[src/rtl/ro_frame_pkg.sv]
// Shared types and helpers for the ring-oscillator frame serializer.
// The CRC-8 trailer is built only when RO_FRAME_CRC8_EN is defined.
package ro_frame_pkg;

  typedef enum logic [2:0] {
    ST_IDLE    = 3'd0,
    ST_HEADER  = 3'd1,
    ST_PAYLOAD = 3'd2,
    ST_CRC     = 3'd3,
    ST_GAP     = 3'd4
  } frame_state_e;

  localparam logic [7:0] CRC8_POLY = 8'h07;
  localparam int         CRC8_LEN  = 8;

  // Longest segment the shared bit counter must span (CRC trailer included).
  function automatic int seg_max(input int sync_len, input int pay_len, input int gap_len);
    int m;
    m = CRC8_LEN;
    if (sync_len > m) m = sync_len;
    if (pay_len > m) m = pay_len;
    if (gap_len > m) m = gap_len;
    return m;
  endfunction

  // One spare bit so the terminal count never aliases to zero.
  function automatic int cnt_width(input int max_len);
    return $clog2(max_len) + 32'sd1;
  endfunction

  function automatic logic [7:0] crc8_step(input logic [7:0] crc, input logic din);
    return {crc[6:0], 1'b0} ^ (((crc[7] ^ din) == 1'b1) ? CRC8_POLY : 8'h00);
  endfunction

endpackage

[src/rtl/ro_frame_serializer_crc.sv]
// Bit-serial CRC-8 (MSB-first shift, init 0x00, no reflection, no final xor).
// Only instantiated when RO_FRAME_CRC8_EN is defined.
module ro_crc8_serial
  import ro_frame_pkg::*;
(
  input  logic       data_clk,
  input  logic       reset_n,
  input  logic       clr,
  input  logic       en,
  input  logic       din,
  output logic [7:0] crc
);

  logic [7:0] crc_q;
  logic [7:0] crc_d;

  // Clear wins over a data step so a new frame always starts from zero.
  always_comb begin
    crc_d = crc_q;
    if (clr) begin
      crc_d = 8'h00;
    end else if (en) begin
      crc_d = crc8_step(crc_q, din);
    end else begin
      crc_d = crc_q;
    end
  end

  // CRC register.
  always_ff @(posedge data_clk or negedge reset_n) begin
    if (!reset_n) begin
      crc_q <= 8'h00;
    end else begin
      crc_q <= crc_d;
    end
  end

  assign crc = crc_q;

endmodule

[src/rtl/ro_frame_serializer.sv]
// Snapshots N_CH count words and shifts them out behind a sync header, stepping sel per frame.
// Defining RO_FRAME_CRC8_EN appends a CRC-8 trailer over the payload bits.
module ro_frame_serializer
  import ro_frame_pkg::*;
#(
  parameter int                N_CH      = 8,
  parameter int                CNT_W     = 32,
  parameter int                SEL_W     = 2,
  parameter int                SYNC_W    = 8,
  parameter logic [SYNC_W-1:0] SYNC_WORD = 8'hA5,
  parameter int                GAP_CYC   = 4
) (
  input  logic                  data_clk,
  input  logic                  reset_n,
  input  logic [N_CH*CNT_W-1:0] counts_flat,
  input  logic                  start,
  input  logic                  free_run,
  output logic [SEL_W-1:0]      sel,
  output logic                  data_out,
  output logic                  bit_valid,
  output logic                  frame_sync,
  output logic                  busy,
  output logic                  frame_done
);

  localparam int PAY_LEN = N_CH * CNT_W;
  localparam int CW      = cnt_width(seg_max(SYNC_W, PAY_LEN, GAP_CYC));

  localparam logic [CW-1:0] HDR_LAST = CW'(SYNC_W - 1);
  localparam logic [CW-1:0] PAY_LAST = CW'(PAY_LEN - 1);
  localparam logic [CW-1:0] GAP_LAST = CW'(GAP_CYC - 1);

  frame_state_e         state_q, state_d;
  logic [CW-1:0]        cnt_q, cnt_d;
  logic [PAY_LEN-1:0]   snap_q, snap_d;
  logic [SEL_W-1:0]     sel_q, sel_d;
  logic                 data_q, data_d;
  logic                 valid_q, valid_d;
  logic                 sync_q, sync_d;
  logic                 busy_q, busy_d;
  logic                 done_q, done_d;
  logic                 frame_start_s;
  logic                 frame_end_s;

`ifdef RO_FRAME_CRC8_EN
  localparam logic [CW-1:0] CRC_LAST = CW'(CRC8_LEN - 1);

  logic [7:0] crc_s;
  logic       crc_clr_s;
  logic       crc_en_s;

  ro_crc8_serial u_crc (
    .data_clk (data_clk),
    .reset_n  (reset_n),
    .clr      (crc_clr_s),
    .en       (crc_en_s),
    .din      (data_d),
    .crc      (crc_s)
  );
`endif

  // Next state: state_q/cnt_q always describe the bit currently on data_out.
  always_comb begin
    state_d       = state_q;
    cnt_d         = cnt_q + CW'(1);
    snap_d        = snap_q;
    sel_d         = sel_q;
    frame_start_s = 1'b0;
    frame_end_s   = 1'b0;
    case (state_q)
      ST_IDLE: begin
        cnt_d = '0;
        if (start | free_run) frame_start_s = 1'b1;
        else                  frame_start_s = 1'b0;
      end
      ST_HEADER: begin
        if (cnt_q == HDR_LAST) begin
          state_d = ST_PAYLOAD;
          cnt_d   = '0;
        end else begin
          state_d = ST_HEADER;
        end
      end
      ST_PAYLOAD: begin
        if (cnt_q == PAY_LAST) begin
`ifdef RO_FRAME_CRC8_EN
          state_d = ST_CRC;
          cnt_d   = '0;
`else
          frame_end_s = 1'b1;
`endif
        end else begin
          state_d = ST_PAYLOAD;
        end
      end
`ifdef RO_FRAME_CRC8_EN
      ST_CRC: begin
        if (cnt_q == CRC_LAST) frame_end_s = 1'b1;
        else                   state_d = ST_CRC;
      end
`endif
      ST_GAP: begin
        if (cnt_q == GAP_LAST) begin
          cnt_d = '0;
          if (free_run) frame_start_s = 1'b1;
          else          state_d = ST_IDLE;
        end else begin
          state_d = ST_GAP;
        end
      end
      default: begin
        state_d = ST_IDLE;
        cnt_d   = '0;
      end
    endcase

    if (frame_end_s) begin
      sel_d = sel_q + SEL_W'(1);
      cnt_d = '0;
      if (GAP_CYC > 0)   state_d = ST_GAP;
      else if (free_run) frame_start_s = 1'b1;
      else               state_d = ST_IDLE;
    end else begin
      sel_d = sel_q;
    end

    if (frame_start_s) begin
      state_d = ST_HEADER;
      cnt_d   = '0;
      snap_d  = counts_flat;
    end else begin
      snap_d = snap_q;
    end
  end

  // Output bits are chosen from the next state so they land registered with it.
  always_comb begin
    data_d  = 1'b0;
    valid_d = 1'b0;
    sync_d  = 1'b0;
    done_d  = 1'b0;
    busy_d  = (state_d != ST_IDLE);
`ifdef RO_FRAME_CRC8_EN
    crc_clr_s = frame_start_s;
    crc_en_s  = 1'b0;
`endif
    case (state_d)
      ST_HEADER: begin
        data_d  = |(SYNC_WORD & (SYNC_W'(1'b1) << (HDR_LAST - cnt_d)));
        valid_d = 1'b1;
        sync_d  = 1'b1;
      end
      ST_PAYLOAD: begin
        data_d  = |(snap_d & (PAY_LEN'(1'b1) << cnt_d));
        valid_d = 1'b1;
`ifdef RO_FRAME_CRC8_EN
        crc_en_s = 1'b1;
`else
        done_d = (cnt_d == PAY_LAST);
`endif
      end
`ifdef RO_FRAME_CRC8_EN
      ST_CRC: begin
        data_d  = |(crc_s & (8'h80 >> cnt_d));
        valid_d = 1'b1;
        done_d  = (cnt_d == CRC_LAST);
      end
`endif
      default: begin
        data_d  = 1'b0;
        valid_d = 1'b0;
      end
    endcase
  end

  // State and registered outputs.
  always_ff @(posedge data_clk or negedge reset_n) begin
    if (!reset_n) begin
      state_q <= ST_IDLE;
      cnt_q   <= '0;
      snap_q  <= '0;
      sel_q   <= '0;
      data_q  <= 1'b0;
      valid_q <= 1'b0;
      sync_q  <= 1'b0;
      busy_q  <= 1'b0;
      done_q  <= 1'b0;
    end else begin
      state_q <= state_d;
      cnt_q   <= cnt_d;
      snap_q  <= snap_d;
      sel_q   <= sel_d;
      data_q  <= data_d;
      valid_q <= valid_d;
      sync_q  <= sync_d;
      busy_q  <= busy_d;
      done_q  <= done_d;
    end
  end

  assign sel        = sel_q;
  assign data_out   = data_q;
  assign bit_valid  = valid_q;
  assign frame_sync = sync_q;
  assign busy       = busy_q;
  assign frame_done = done_q;

endmodule

[config.mk]
export PLATFORM = sky130hd
export DESIGN_NAME = ro_frame_serializer
export DESIGN_NICKNAME = d
export VERILOG_FILES = /design/src/rtl/ro_frame_pkg.sv /design/src/rtl/ro_frame_serializer_crc.sv /design/src/rtl/ro_frame_serializer.sv
export SDC_FILE = /design/constraint.sdc
export NUM_CORES = 1
export LEC_CHECK = 0
export ABC_CLOCK_PERIOD_IN_PS = 4400
export CAP_MARGIN = 20
export CORE_MARGIN = 4
export CORE_UTILIZATION = 52
export CTS_CLUSTER_DIAMETER = 150
export DETAILED_ROUTE_END_ITERATION = 7
export GPL_ROUTABILITY_DRIVEN = 1
export PLACE_DENSITY = 0.77
export SETUP_SLACK_MARGIN = 0.5
export SLEW_MARGIN = 0
export SYNTH_ARGS = -nofsm -noshare
export SYNTH_HDL_FRONTEND = slang
export SYNTH_HIERARCHICAL = 1
export SYNTH_SLANG_ARGS = --single-unit
[constraint.sdc]
create_clock -name data_clk -period 4.4 [get_ports data_clk]
set_input_delay 0.66 -clock data_clk [delete_from_list [all_inputs] [get_ports data_clk]]
set_output_delay 0.66 -clock data_clk [all_outputs]
set_load 0.005 [all_outputs]
Yosys cells after proc, flatten, opt, wreduce, memory -nomap -nowiden --
Index checks and enable logic that the tools add are counted. Widths: inputs -> output; s select.
Word-level totals: word-level logic and storage cells 53, bits of input ports 260, register bits 275, output and inout bits 7
Cells by class: $add $sub $neg 3, muxes and demuxes 23, reductions and logical operators 5, shift-type cells 2, bitwise gates (word level) 2, eq/ne operators 9
Operators with widths (count):
- $and 256x256->256 | 1
- $mux 256 | 1
- $reduce_or 256->1 | 1
- $shl 1x9->256 const A | 1
- $mux 9 | 4
- $pmux 9 s3 | 1
- $eq 9x8->1 const B | 2
- $mux 3 | 5
- $pmux 3 s4 | 1
- $add 9x1->9 const B | 1
- $eq 9x2->1 const B | 1
- $eq 9x3->1 const B | 1
- $shl 1x9->8 const A | 1
- $sub 3x9->9 const A | 1
- $mux 1 | 8
- $eq 3x1->1 const B | 2
- $eq 3x2->1 const B | 2
- $pmux 1 s2 | 2
- $reduce_or 4->1 | 1
- $eq 3x3->1 const B | 1
- $logic_not 3->1 | 1
- $reduce_bool 3->1 | 1
- $add 2x1->2 const B | 1
- $mux 2 | 1
- other kinds (2) | 2

Longest topological paths before layout --
depth in word-level cells 9, mapped depth 19, mapped depth without buffers 18

Least setup slack after synthesis --
OpenSTA, ideal clock, no wires.
kind register to register, start point register cnt_q[1], end point register data_q, in the netlist data_out, data required time 4272 ps, buffers on the path 2, clock period less this slack 3564 ps, setup time 128 ps, arrival time 3436 ps, cell stages (with the launch flop) 17, path slack 836 ps, cell sequence dfrtp_1 -> ha_1 -> buf_2 -> nand4_1 -> nor2_1 -> ha_1 -> or4b_1 -> a31o_2 -> clkbuf_1 -> nand3_1 -> nor2_1 -> and3_1 -> a31oi_1 -> o211ai_1 -> or4_1 -> nor4_1 -> o22ai_1
On the way: longest elaborated chain between the ends 9, elaborated cells between the ends (all ways) 29, those cells by class add/sub (2); eq/ne (5); shift (2); mux (17); bitwise (1); reduce/logical (2)
Ends and longest elaborated chain:
- from (decl) | line ro_frame_serializer.sv:34 | logic [CW-1:0] cnt_q, cnt_d;
- from (signal assigned) | line ro_frame_serializer.sv:190 | cnt_q <= cnt_d;
- $add 9x1->9 (tied with other cells) | line ro_frame_serializer.sv:65 | cnt_d = cnt_q + CW'(1);
- $mux 9 (tied with other cells) | line ro_frame_serializer.sv:103 | if (cnt_q == GAP_LAST) begin
- $pmux 9 s3 or $mux 1 (tied branches) | line ro_frame_serializer.sv:70 | case (state_q)
- $mux 9 | line ro_frame_serializer.sv:117 | if (frame_end_s) begin
- $mux 9 | line ro_frame_serializer.sv:127 | if (frame_start_s) begin
- $sub 3x9->9 or $shl 1x9->256 (tied branches) | line ro_frame_serializer.sv:149, ro_frame_serializer.sv:154
- $shl 1x9->8 or $and 256x256->256 (tied branches) | line ro_frame_serializer.sv:149, ro_frame_serializer.sv:154
- $reduce_or 4->1 or $reduce_or 256->1 (tied branches) | line ro_frame_serializer.sv:149, ro_frame_serializer.sv:154
- $pmux 1 s2 (*) | line ro_frame_serializer.sv:147 | case (state_d)
- net data_d | line ro_frame_serializer.sv:37 | logic data_q, data_d;
- to (signal assigned) | line ro_frame_serializer.sv:193 | data_q <= data_d;
- to (decl) | line ro_frame_serializer.sv:37
Mark *: on every way through the listed nets, which the timed path passes. The rest lies on a longest branch. A chain may end at the register's enable or synchronous reset.

Final worst setup path --
Same ends and word-level chain as after synthesis.

==> flow_metrics.tcl <==
set metrics [dict create \
    run_status "completed" \
    async_flop_share_pct 100.0 \
    viasPerCell 6.139 \
    max_freq_mhz 262.7 \
    utilization_pct 72.14 \
    gr-usage-all-layers_pct 36.52 \
    r2r-start "cnt_q[1]" \
    areaGrowthSynthToFinish_pct 35.80 \
    netlist_area_mm2 0.01342 \
    rsz0062_at_grt "false" \
    reg2reg_slack_ps 590 \
    crit_type "reg -> reg" \
    boundaryPins 267 \
    initial_core_util_pct 53.12 \
    syn_area_per_cell_um2 9.342 \
    synth_area_leaders "dfrtp_1, nand2_1, mux2_2" \
    power_leakage_nw 8.246 \
    maxSlewViolCount 0 \
    die_h_um 168.6 \
    vdd_drop_max_uv 416.9 \
    yosysTopAreaCell "dfrtp_1" \
    grt_pass1_wl_um 79180 \
    gp_congestion 1.010 \
    period_share_pct 86.51 \
    clkTransAtPathRegs_ps 60 \
    clock_latency_ps 580 \
    cts_root_buffer "clkbuf_16" \
    synth-edff-count 0 \
    dp_hpwl_um 40220 \
    synthDistinctLibCells 79 \
    fillCellCount 1877 \
    drt_wl_total_um 53600 \
    critPathRequiredTime_ps 4900 \
    clock_skew_ps 26.30 \
    avgRoutedWirePerCell_um 25.40 \
    antenna_found_initial 1 \
    yosysSeqAreaShare_pct 51.30 \
    grt_remaining_overflow 0 \
    io_buffers 266 \
    maxCapViolCount 0 \
    netlist_instances 1436 \
    netlist.area_leader.share_pct 51.30 \
    n_antenna_cell 0 \
    grt_max_degree 117 \
    crit-reg2reg-capture "data_out" \
    clock_sinks 275 \
    fin_area_mm2 0.01822 \
    setup_violations 0 \
    row_count 58 \
    finalHoldViolCount 0 \
    powerDensity_mw_per_mm2 703.3 \
    num_vias 12950 \
    finalCriticalPeriod_ps 3807 \
    drive_gt1_share_pct 17.47 \
    cts.htree.levels 1 \
    antenna_left 0 \
    die_x_um 168.6 \
    crit_path_end_kind "flop" \
    drc_errors 0 \
    relSlewSlack_pct 42.84 \
    ctsHoldBuffers 0 \
    dr.pass1.iters 8 \
    crit_end "data_out" \
    critPathLaunchType "flop" \
    core_mm2 0.02525 \
    synth_warnings 6 \
    syn-num-nets 1699 \
    reg2reg_depth 15 \
    tightest_slew_ps 850.8 \
    fin_nets 2023 \
    cts_made_buffers 29 \
    synth_top_flop_cell "dfrtp_1" \
    timing.setup.tns_ps 0 \
    placed_cell_area_mm2 0.01708 \
    hold_class "in -> async" \
    crit_fanout 6 \
    die-area_mm2 0.02843 \
    grt_pass1_vias 12870 \
    synth-seq-cells 275 \
    critPathLaunch "cnt_q[1]" \
    clock_path_buffers 3 \
    drt_iter0_markers 1570 \
    crit_arrival_ps 4300 \
    cts_tree "built" \
    hold-worst-slack_ps 95.80 \
]
[synth_stat cells (all sizes together) (5+ instances only)]
| master | number |
|---|---|
| and3 | 20 |
| clkbuf | 51 |
| or3 | 5 |
| nand3 | 48 |
| o22ai | 10 |
| o21ai | 25 |
| nor4 | 8 |
| a21oi | 23 |
| a32oi | 12 |
| nand2 | 506 |
| nand4 | 19 |
| dfrtp | 275 |
| nor2 | 48 |
| a31oi | 12 |
| o21a | 5 |
| a211oi | 7 |
| and4 | 9 |
| o2bb2ai | 5 |
| a22o | 12 |
| nor3 | 25 |
| inv | 9 |
| a22oi | 43 |
| o211ai | 9 |
| and2 | 8 |
| buf | 46 |
| nor3b | 5 |
| o2111ai | 6 |
| mux2 | 99 |
| a32o | 9 |
[worst max-delay path, cell delays in order, from the launching register on]
cell and delay, ps:
dfrtp_1 440, ha_1 220, nand4_1 120, nor2_1 70, ha_1 220, or4b_4 530
and3_1 250, nor3_2 410, and2_1 290, buf_4 210, a22oi_1 140, nor3_1 440
a2111oi_2 90, nand4_1 120, nor2_1 60, o22ai_1 120
[layout by cell type (no fill, tap or decap), types with 22 or more instances in the layout]
cell and instances:
mux2_2 96, a22oi_1 41, o21ai_0 22, nand3_1 47
clkdlybuf4s50_1 265, buf_4 115, nor3_1 22, clkbuf_16 29
nand2_1 502, a21oi_1 23, nor2_1 45, dfrtp_1 275
[where the power goes]
| part | internal [mW] | switching (mW) | leakage, nW | total (mW) |
|---|---|---|---|---|
| clock | 1.49 | 1.05 | 0.481 | 2.54 |
| combinational | 2.31 | 3.63 | 4.41 | 5.93 |
| sequential | 3.74 | 0.592 | 3.36 | 4.34 |
[flip-flops by register name, indices dropped and copies added (netlist names)]
register and count:
snap_q 256, cnt_q 9, state_q 3, sel 2
bit_valid 1, busy 1, data_out 1, frame_done 1
frame_sync 1
[metrics by stage]
stage	setup WS, ps	cells	power [mW]
6_report	593.4	2110	12.81
5_1_grt	501.4	2110	13.36
4_1_cts	537.6	2106	12.53
3_5_place_dp	291.3	2055	9.957
3_3_place_gp	298.3	2055	9.793
2_1_floorplan	836.5	1436	7.399
[worst min-delay path by stage]
stage                  end  cells after the start        start
6_report       snap_q[250]                      1      reset_n
5_1_grt        snap_q[208]                      1      reset_n
4_1_cts           cnt_q[5]                      1      reset_n
3_5_place_dp   snap_q[138]                      2  snap_q[138]
3_3_place_gp    snap_q[38]                      2   snap_q[38]
2_1_floorplan    bit_valid                      0      reset_n
[per-layer routing]
| layer | vias to the layer above | wire, um | GRT usage (%) |
|---|---|---|---|
| met1 | 6284 | 21660 | 51.29 |
| li1 | 5654 | - | - |
| met5 | - | 13 | 0 |
| met2 | 850 | 23850 | 56.46 |
| met3 | 164 | 5695 | 7.520 |
| met4 | 2 | 2378 | 13.87 |
[repair_timing]
item	in CTS	in global routing
resized for setup	1	28
pin swaps	0	4
buffers inserted	0	4
endpoints found under the setup margin	1	1
[cell families after synthesis]
group,after synthesis,share of synthesized area [%]
DFF,275,51.30
xor gates and xnor gates,8,0.5222
muxes,104,8.776
and+or+nand+nor,722,23.56
AOI/OAI and AO/OA,218,12.12
buffers and inverters,106,3.442
adders and majority gates,3,0.2798
[final cells by class]
| cell class | instances | area, um^2 | area share [%] |
|---|---|---|---|
| Tap cell | 330 | 412.9 | 2.266 |
| Multi-Input combinational cell | 1055 | 6212 | 34.10 |
| Timing Repair Buffer | 390 | 3687 | 20.24 |
| Inverter | 9 | 33.78 | 0.1854 |
| Clock buffer | 38 | 819.5 | 4.499 |
| Sequential cell | 275 | 6882 | 37.77 |
| Clock inverter | 13 | 170.2 | 0.9341 |
No activity file was read; power rests on OpenSTA's default activity.
